<file path="src/rtl/conv_pe_scheduler.sv">
// Sequences one shared MAC PE over a run of convolution windows:
// clear, feed D*F*F operands, drain the PE pipeline, then hand off the result.
module conv_pe_scheduler #(
  parameter int DATA_WIDTH = 32,
  parameter int D          = 1,
  parameter int F          = 5,
  parameter int PE_LAT     = 3,
  parameter int CLR_CYCLES = 2,
  parameter int IDX_W      = 8,
  parameter int WIN_W      = 16
) (
  input  logic                  clk,
  input  logic                  reset,
  input  logic                  start,
  input  logic [WIN_W-1:0]      num_win,
  output logic                  busy,
  output logic                  done,
  output logic                  pe_clear,
  output logic                  operand_valid,
  output logic [IDX_W-1:0]      elem_idx,
  output logic [WIN_W-1:0]      win_idx,
  input  logic [DATA_WIDTH-1:0] pe_result,
  output logic                  out_valid,
  output logic [DATA_WIDTH-1:0] out_data,
  output logic                  out_last,
  input  logic                  out_ready
);
  localparam int N     = D * F * F;
  localparam int CMAX  = (CLR_CYCLES > PE_LAT) ? CLR_CYCLES : PE_LAT;
  localparam int CNT_W = $clog2(CMAX + 1);

  typedef enum logic [2:0] {IDLE, CLEAR, FEED, DRAIN, OUT} state_t;

  // Every output lives in this register bundle so all outputs come straight from flops.
  typedef struct packed {
    logic                  busy;
    logic                  done;
    logic                  clr;
    logic                  opv;
    logic [IDX_W-1:0]      idx;
    logic [WIN_W-1:0]      win;
    logic                  oval;
    logic                  olast;
    logic [DATA_WIDTH-1:0] odata;
  } regs_t;

  state_t           state, state_n;
  logic [CNT_W-1:0] cnt, cnt_n;
  logic [WIN_W-1:0] nwin, nwin_n;
  regs_t            r, r_n;

  always_ff @(posedge clk) begin
    if (reset) begin
      state <= IDLE;
      cnt   <= '0;
      nwin  <= '0;
      r     <= '0;
    end else begin
      state <= state_n;
      cnt   <= cnt_n;
      nwin  <= nwin_n;
      r     <= r_n;
    end
  end

  always_comb begin
    state_n = state;
    cnt_n   = cnt;
    nwin_n  = nwin;
    r_n     = r;
    r_n.done = 1'b0;
    r_n.clr  = 1'b0;
    r_n.opv  = 1'b0;
    unique case (state)
      IDLE: begin
        if (start) begin
          if (num_win != '0) begin
            nwin_n   = num_win;
            r_n.win  = '0;
            r_n.busy = 1'b1;
            r_n.clr  = 1'b1;
            cnt_n    = '0;
            state_n  = CLEAR;
          end else begin
            r_n.done = 1'b1;
          end
        end
      end
      CLEAR: begin
        if (cnt == CNT_W'(CLR_CYCLES - 1)) begin
          r_n.opv = 1'b1;
          r_n.idx = '0;
          state_n = FEED;
        end else begin
          r_n.clr = 1'b1;
          cnt_n   = cnt + CNT_W'(1);
        end
      end
      FEED: begin
        if (r.idx == IDX_W'(N - 1)) begin
          r_n.idx = '0;
          cnt_n   = '0;
          state_n = DRAIN;
        end else begin
          r_n.opv = 1'b1;
          r_n.idx = r.idx + IDX_W'(1);
        end
      end
      DRAIN: begin
        if (cnt == CNT_W'(PE_LAT - 1)) begin
          r_n.oval  = 1'b1;
          r_n.odata = pe_result;
          r_n.olast = (r.win == nwin - WIN_W'(1));
          state_n   = OUT;
        end else begin
          cnt_n = cnt + CNT_W'(1);
        end
      end
      OUT: begin
        if (out_ready) begin
          r_n.oval  = 1'b0;
          r_n.olast = 1'b0;
          if (r.olast) begin
            r_n.busy = 1'b0;
            r_n.done = 1'b1;
            state_n  = IDLE;
          end else begin
            r_n.win = r.win + WIN_W'(1);
            r_n.clr = 1'b1;
            cnt_n   = '0;
            state_n = CLEAR;
          end
        end
      end
      default: state_n = IDLE;
    endcase
  end

  assign busy          = r.busy;
  assign done          = r.done;
  assign pe_clear      = r.clr;
  assign operand_valid = r.opv;
  assign elem_idx      = r.idx;
  assign win_idx       = r.win;
  assign out_valid     = r.oval;
  assign out_data      = r.odata;
  assign out_last      = r.olast;
endmodule

</file>
<file path="config.mk">
export PLATFORM = sky130hd
export DESIGN_NAME = conv_pe_scheduler
export DESIGN_NICKNAME = d
export VERILOG_FILES = /design/src/rtl/conv_pe_scheduler.sv
export SDC_FILE = /design/constraint.sdc
export NUM_CORES = 1
export LEC_CHECK = 0
export CAP_MARGIN = 10
export CORE_ASPECT_RATIO = 0.6
export CORE_MARGIN = 5
export CORE_UTILIZATION = 34
export DETAILED_ROUTE_END_ITERATION = 10
export PLACE_DENSITY = 0.63
export SLEW_MARGIN = 30
export SYNTH_ARGS = -nofsm -noshare
export SYNTH_HDL_FRONTEND = slang
export SYNTH_SLANG_ARGS = --single-unit
</file>
<file path="constraint.sdc">
create_clock -name clk -period 1.8 [get_ports clk]
set_input_delay 0.18 -clock clk [delete_from_list [all_inputs] [get_ports clk]]
set_output_delay 0.18 -clock clk [all_outputs]
set_load 0.05 [all_outputs]
</file>
==> impl_metrics.tcl, run 1 <==
set metrics [dict create \
    crit_fanout 3 \
    p_int_uw 3680 \
    netlist_area_sq_um 3920 \
    cp.depth 9 \
    powerDensity_nw_per_um2 783 \
    finalClockSkew_ps 6.74 \
    min_from "num_win[13]" \
    placementRows 30 \
    wire_per_inst_um 15.4 \
    r2r_setup_slack_ps -250 \
    power_leakage_uw 0.00274 \
    core_area_sq_um 11300 \
    hold_viol 0 \
    finalCritPeriodShare 1.14 \
    synth-edff-count 0 \
    wl_um 13000 \
    vias 4122 \
    synth_warnings 0 \
    cp_data_arrival_time_ps 2310 \
    critPathTopFamily "simple AND/OR/NAND/NOR gates" \
    setup_viol 3 \
    grt_pass1_vias 3866 \
    ctsHtreeMaxLevel 3 \
    mostFrequentLayoutCells "buf_4 (112), nand2_1 (84), clkdlybuf4s50_1 (72), dfxtp_1 (63), a21oi_1 (47)" \
    worst_pin_slew_ps 617 \
    yosysTopAreaCell "dfxtp_1" \
    peakVddDrop_v 0.000390 \
    die_h_um 93.1 \
    cts_tree "built" \
    drtPass1Iterations 5 \
    nets 741 \
    hold_ws_ps 272 \
    ios 114 \
    rr_worst_depth 9 \
    yosys_register_bits 83 \
    area_growth_pct 65.9 \
    p_switching_uw 1410 \
    fin_crit_ps 2050 \
    seqPwrFrac 0.385 \
    violations "negative setup slack" \
    clkPwrFrac 0.371 \
    drc_errors 0 \
    start_kind "flip-flop" \
    r2r-start "nwin[1]$_SDFFE_PP0P_" \
    cpMaxStageDelayCell "nor4_2" \
    setup.worst_path.class "flip-flop to flip-flop" \
    cp.required_ps 2060 \
    synth_top_area_frac 0.424 \
    outcome "complete, but fails checks" \
    path_cells "inv_2, ha_4, nor3b_4, nand3_2, xnor2_2, nor4_2, buf_4, nand4_1, o21ai_1" \
    die_width_um 149 \
    grt_max_degree 39 \
    place_congestion 0.838 \
    swShare 0.277 \
    io_buffers 113 \
    async_flop_share 0 \
    overflow 0 \
    rsz0062_at_grt "yes" \
    yosysUniqueCellTypes 53 \
    tns_ps -300 \
    endpoint "out_last$_SDFFE_PP0P_" \
    cap_viol_max_count 0 \
    cts.path.max_buffers 2 \
    postRouteAntennaNets 0 \
    diodes 0 \
    clock_sinks 83 \
    hp-class "input pin to flip-flop" \
    final_layout_size_suffix_gt1_frac 0.289 \
    clock_latency_ps 330 \
    finish.utilization 0.575 \
    hpwl_um 9490 \
    final_common_cell "buf_4" \
    synth_flop_cell "dfxtp_1" \
    grt_pass1_wl_um 20100 \
    clk_pin_slew_ps 60 \
    cts-root-buf "clkbuf_16" \
    cp_num_buf_inv 2 \
    final-max-slew-violation-count 0 \
    ys_top_cells_by_area "dfxtp_1 (42%), nand2_1 (8.1%), a21oi_1 (6.5%)" \
    syn_area_per_cell_sq_um 8.21 \
    end_kind "flip-flop" \
    setup_ws_ps -247 \
    slowest_delay_ps 370 \
    initial_core_util 0.347 \
    syn-num-nets 535 \
    antenna_found_initial 0 \
    slew_headroom 0.588 \
    avgViaCountPerCell 4.86 \
    synth_seq_area_share 0.424 \
    grt_usage 0.183 \
    dr.first_iter.drc_count 227 \
    r2r_end "out_last$_SDFFE_PP0P_" \
    dieArea_sq_um 13800 \
    cts_made_buffers 9 \
    cp-startpoint "nwin[1]$_SDFFE_PP0P_" \
    syn_inst 477 \
    fmax_ghz 0.488 \
    combPwrFrac 0.244 \
]
[kinds of logic (layout without fill, tap and decap cells)]
family | count (synthesis) | count (layout) | synth area share
and+or+nand+nor | 217 | 217 | 0.268
AOI/OAI and AO/OA | 87 | 87 | 0.136
DFF | 83 | 83 | 0.424
buffers and inverters | 35 | 246 | 0.0364
xor gates and xnor gates | 30 | 30 | 0.0671
muxes | 19 | 19 | 0.0489
adders and majority gates | 6 | 6 | 0.0192
[flip-flops by register name (all words and copies together), names as in the netlist, 2 cells and up]
signal    count
elem_idx      8
cnt           2
out_data     32
nwin         16
win_idx      16
state         3
[routing by layer]
layer,up-vias,wire (um),part of all wire,global-route usage
li1,2064,-,-,-
met1,1930,6310,0.48,0.273
met5,-,0,0,0
met4,0,161,0.012,0.0469
met2,116,5620,0.43,0.263
met3,12,936,0.072,0.0426
[worst register-to-register path: stages, from the launching register on]
cell     delay, ps
dfxtp_2        320
inv_2           70
ha_4           150
nor3b_4        290
nand3_2        130
xnor2_2        200
nor4_2         380
buf_4          190
nand4_1        110
o21ai_1        140
[metrics by stage]
stage | cells | setup slack [ps] | total power (uW) | cell area [sq um]
6_report | 848 | -247 | 5090 | 6500
5_1_grt | 848 | -254 | 5320 | 6500
4_1_cts | 838 | -159 | 5020 | 6290
3_5_place_dp | 816 | -787 | 3080 | 5860
3_3_place_gp | 816 | -809 | 3060 | 5860
2_1_floorplan | 477 | -75.4 | 2570 | 3960
[repair_timing]
action                                  4_1_cts  5_1_grt
pin swaps                                    10        9
hold buffers                                  0        0
setup buffers                                 7       10
resized for setup                            53       33
endpoints found under the setup margin       47       45
[cells in the mapped netlist, drive strengths merged (4+ instances only)]
library cell and n:
nand4 6, nand3 16, and3 10, nand2 86
nand4b 4, buf 4, nand2b 7, nor4 9
inv 11, mux2i 18, xnor2 16, dfxtp 83
nor2 47, ha 6, xor2 14, o21ai 12
a21oi 51, nor3 9, clkbuf 20, or3 5
nor2b 4
[how the worst min path moves through the flow]
| stage | endpoint | slack [ps] | cells past startpoint |
|---|---|---|---|
| finish | nwin[13]$_SDFFE_PP0P_ | 270 | 3 |
| global route | nwin[13]$_SDFFE_PP0P_ | 290 | 3 |
| CTS | nwin[13]$_SDFFE_PP0P_ | 230 | 3 |
| detailed placement | out_data[20]$_SDFFE_PP0P_ | 450 | 2 |
| global placement | out_data[16]$_SDFFE_PP0P_ | 440 | 2 |
| floorplan | out_data[0]$_SDFFE_PP0P_ | 320 | 2 |
[layout make-up]
cell class / count / area, sq um
inverter: 11 / 41.3
timing repair buffer: 219 / 1920
clock buffer: 12 / 256
tap: 160 / 200
fill: 1006 / 4800
clock inverter: 4 / 48.8
sequential: 83 / 1700
multi-input combinational: 359 / 2330
[power groups by stage]
stage          sequential [uW]  combinational (uW)  clock (uW)
2_1_floorplan             2040                 531           0
3_3_place_gp              1990                1070           0
3_5_place_dp              1990                1090           0
4_1_cts                   1960                1130        1930
5_1_grt                   1970                1340        2020
6_report                  1960                1240        1890
No activity file was read; power rests on OpenSTA's default activity.
==> run 2: changes to the inputs <==
--- a/config.mk
+++ b/config.mk
@@ -6,11 +6,14 @@
 export NUM_CORES = 1
 export LEC_CHECK = 0
 export CAP_MARGIN = 10
+export CELL_PAD_IN_SITES_DETAIL_PLACEMENT = 0
+export CELL_PAD_IN_SITES_GLOBAL_PLACEMENT = 1
 export CORE_ASPECT_RATIO = 0.6
 export CORE_MARGIN = 5
-export CORE_UTILIZATION = 34
+export CORE_UTILIZATION = 31
 export DETAILED_ROUTE_END_ITERATION = 10
-export PLACE_DENSITY = 0.63
+export MAX_ROUTING_LAYER = met4
+export PLACE_DENSITY = 0.76
 export SLEW_MARGIN = 30
 export SYNTH_ARGS = -nofsm -noshare
 export SYNTH_HDL_FRONTEND = slang
==> run 2 against run 1 <==
The run still ends with negative setup slack left. Highest routed layer unchanged. Largest cell class unchanged. First-iteration DRC count increased by 27%. Routed wire length increased by 0.31%. Clock skew increased by 2.1 ps. Critical path depth increased by 1. Register-to-register slack improved by 150 ps. Largest power group unchanged. Hold slack got worse by 59 ps. Global-route usage decreased by 0.70 points. Via count about the same. Flip-flop and latch count unchanged. Die area increased by 8.8%. Design area increased by 0.67%.
==> impl_metrics.tcl, run 2 (same netlist as run 1, synthesis figures left out) <==
set metrics [dict create \
    overflow 0 \
    endpoint "out_last$_SDFFE_PP0P_" \
    rsz0062_at_grt "yes" \
    die_width_um 155 \
    dieArea_sq_um 15100 \
    critPathTopFamily "simple AND/OR/NAND/NOR gates" \
    violations "negative setup slack" \
    finalPower_uw 5000 \
    cp.depth 10 \
    hold_viol 0 \
    n_fill_cell 1129 \
    peakVddDrop_v 0.000479 \
    powerDensity_nw_per_um2 765 \
    path_cells "inv_1, ha_2, nor3b_2, buf_4, nand3_4, xnor2_2, nor4_2, buf_4, nand4_1, o21ai_1" \
    cp.required_ps 2060 \
    clk_pin_slew_ps 60 \
    largest_register_ffs 32 \
    grt_pass1_vias 3999 \
    final-max-slew-violation-count 0 \
    cp_num_buf_inv 3 \
    seqPwrFrac 0.392 \
    avgViaCountPerCell 4.86 \
    nets 735 \
    grt_usage 0.176 \
    drc_errors 0 \
    rr_worst_depth 10 \
    finalClockSkew_ps 8.83 \
    r2r_setup_slack_ps -100 \
    r2r-start "nwin[0]$_SDFFE_PP0P_" \
    fmax_ghz 0.526 \
    crit_fanout 2 \
    placementRows 31 \
    dp.cells 819 \
    vias 4120 \
    r2r_end "out_last$_SDFFE_PP0P_" \
    cts_tree "built" \
    cts.path.max_buffers 2 \
    worst_pin_slew_ps 557 \
    final_layout_size_suffix_gt1_frac 0.284 \
    core_area_sq_um 12200 \
    instances_no_fill 847 \
    diodes 0 \
    seqCellArea_sq_um 1710 \
    crit_path_frequent_cell "buf_4" \
    hpwl_um 9670 \
    cts_made_buffers 9 \
    setup.worst_path.class "flip-flop to flip-flop" \
    finish.utilization 0.535 \
    die_h_um 97.1 \
    outcome "complete, but fails checks" \
    drtPass1Iterations 7 \
    grt_max_degree 38 \
    ctsHtreeMaxLevel 3 \
    clkPwrFrac 0.359 \
    swShare 0.281 \
    area_growth_pct 67.0 \
    cp-startpoint "nwin[0]$_SDFFE_PP0P_" \
    fin_crit_ps 1900 \
    setup_ws_ps -99.7 \
    slowest_delay_ps 320 \
    slew_headroom 0.628 \
    initial_core_util 0.321 \
    clock_latency_ps 330 \
    multi_input_area_sq_um 2370 \
    tns_ps -153 \
    start_kind "flip-flop" \
    end_kind "flip-flop" \
    ios 114 \
    p_switching_uw 1400 \
    postRouteAntennaNets 0 \
    place_congestion 0.883 \
    cpMaxStageDelayCell "dfxtp_2" \
    wl_um 13100 \
    power_leakage_uw 0.00275 \
    io_buffers 113 \
    setup_viol 3 \
    wire_per_inst_um 15.4 \
    grt_pass1_wl_um 20900 \
    final_common_cell "buf_4" \
    mostFrequentLayoutCells "buf_4 (103), nand2_1 (84), clkdlybuf4s50_1 (81), dfxtp_1 (61), a21oi_1 (47)" \
    cp_data_arrival_time_ps 2160 \
    cap_viol_max_count 0 \
    cts-root-buf "clkbuf_16" \
    finalCritPeriodShare 1.06 \
    antenna_found_initial 0 \
    post-place-ws_ps -722 \
    p_int_uw 3600 \
    hp-class "input pin to flip-flop" \
    combPwrFrac 0.250 \
    dr.first_iter.drc_count 289 \
    clock_sinks 83 \
]
## run 2: cell types whose count changed in the layout (fill, tap and decap cells not counted), moves of 2 or more
cell             previous run  this run
inv_1                       6        10
buf_4                     112       103
dfxtp_1                    63        61
dlygate4sd2_1              23         4
clkinvlp_4                  0         2
inv_2                       5         1
dlymetal6s2s_1              6        15
clkdlybuf4s50_1            72        81
clkbuf_8                    2         0
buf_6                       3         7
## run 2: area by class of cell
class                           count  area share
Tap cell                          165      0.0316
Clock buffer                       11      0.0356
Inverter                           11     0.00631
Clock inverter                      5     0.00822
Timing Repair Buffer              213       0.295
Sequential cell                    83       0.261
Multi-Input combinational cell    359       0.362
## run 2: tightest hold or removal path, cell delays in order
cell and delay [ps]:
dlymetal6s2s_1 130, mux2i_1 90, nor2_1 100
## run 2: worst min path at each step
stage	depth (start not counted)	end	slack (ps)	startpoint
after detailed placement	2	out_data[23]$_SDFFE_PP0P_	450	out_data[23]$_SDFFE_PP0P_
final	3	nwin[15]$_SDFFE_PP0P_	210	num_win[15]
after CTS	3	nwin[0]$_SDFFE_PP0P_	380	reset
after global routing	3	nwin[15]$_SDFFE_PP0P_	220	num_win[15]
after global placement	2	out_data[18]$_SDFFE_PP0P_	440	out_data[18]$_SDFFE_PP0P_
after floorplan	2	out_data[0]$_SDFFE_PP0P_	320	pe_result[0]
## run 2: metal layers
layer | vias up | routed length, um | share of wire | GRT usage
met5 | - | 0 | 0 | -
met4 | 0 | 80 | 0.0061 | 0.0305
met3 | 8 | 856 | 0.066 | 0.0396
met2 | 110 | 5750 | 0.44 | 0.252
met1 | 1947 | 6380 | 0.49 | 0.255
li1 | 2055 | - | - | -
## run 2: stage by stage
stage | area [sq um] | hold slack, ps
6_report | 6540 | 213
5_1_grt | 6540 | 222
4_1_cts | 6360 | 385
3_5_place_dp | 5850 | 446
3_3_place_gp | 5850 | 441
2_1_floorplan | 3960 | 316
## run 2: repair_timing
action,in CTS,in global routing
buffers inserted,9,4
resized for setup,43,41
endpoints found under the setup margin,43,45
pin swaps,16,18
hold buffers,0,0
## run 2: power groups by stage
stage | registers, uW | clock network (uW) | logic (uW)
finish | 1960 | 1790 | 1250
global route | 1970 | 1920 | 1340
CTS | 1950 | 1850 | 1190
detailed placement | 1990 | 0 | 1100
global placement | 1990 | 0 | 1080
floorplan | 2040 | 0 | 531
==> run 3: changes to the inputs <==
--- a/config.mk
+++ b/config.mk
@@ -14,7 +14,6 @@
 export DETAILED_ROUTE_END_ITERATION = 10
 export MAX_ROUTING_LAYER = met4
 export PLACE_DENSITY = 0.76
-export SLEW_MARGIN = 30
 export SYNTH_ARGS = -nofsm -noshare
 export SYNTH_HDL_FRONTEND = slang
 export SYNTH_SLANG_ARGS = --single-unit
==> results of run 3 <==
Same layout as run 2: the final DEF is identical, and so are final timing and power.
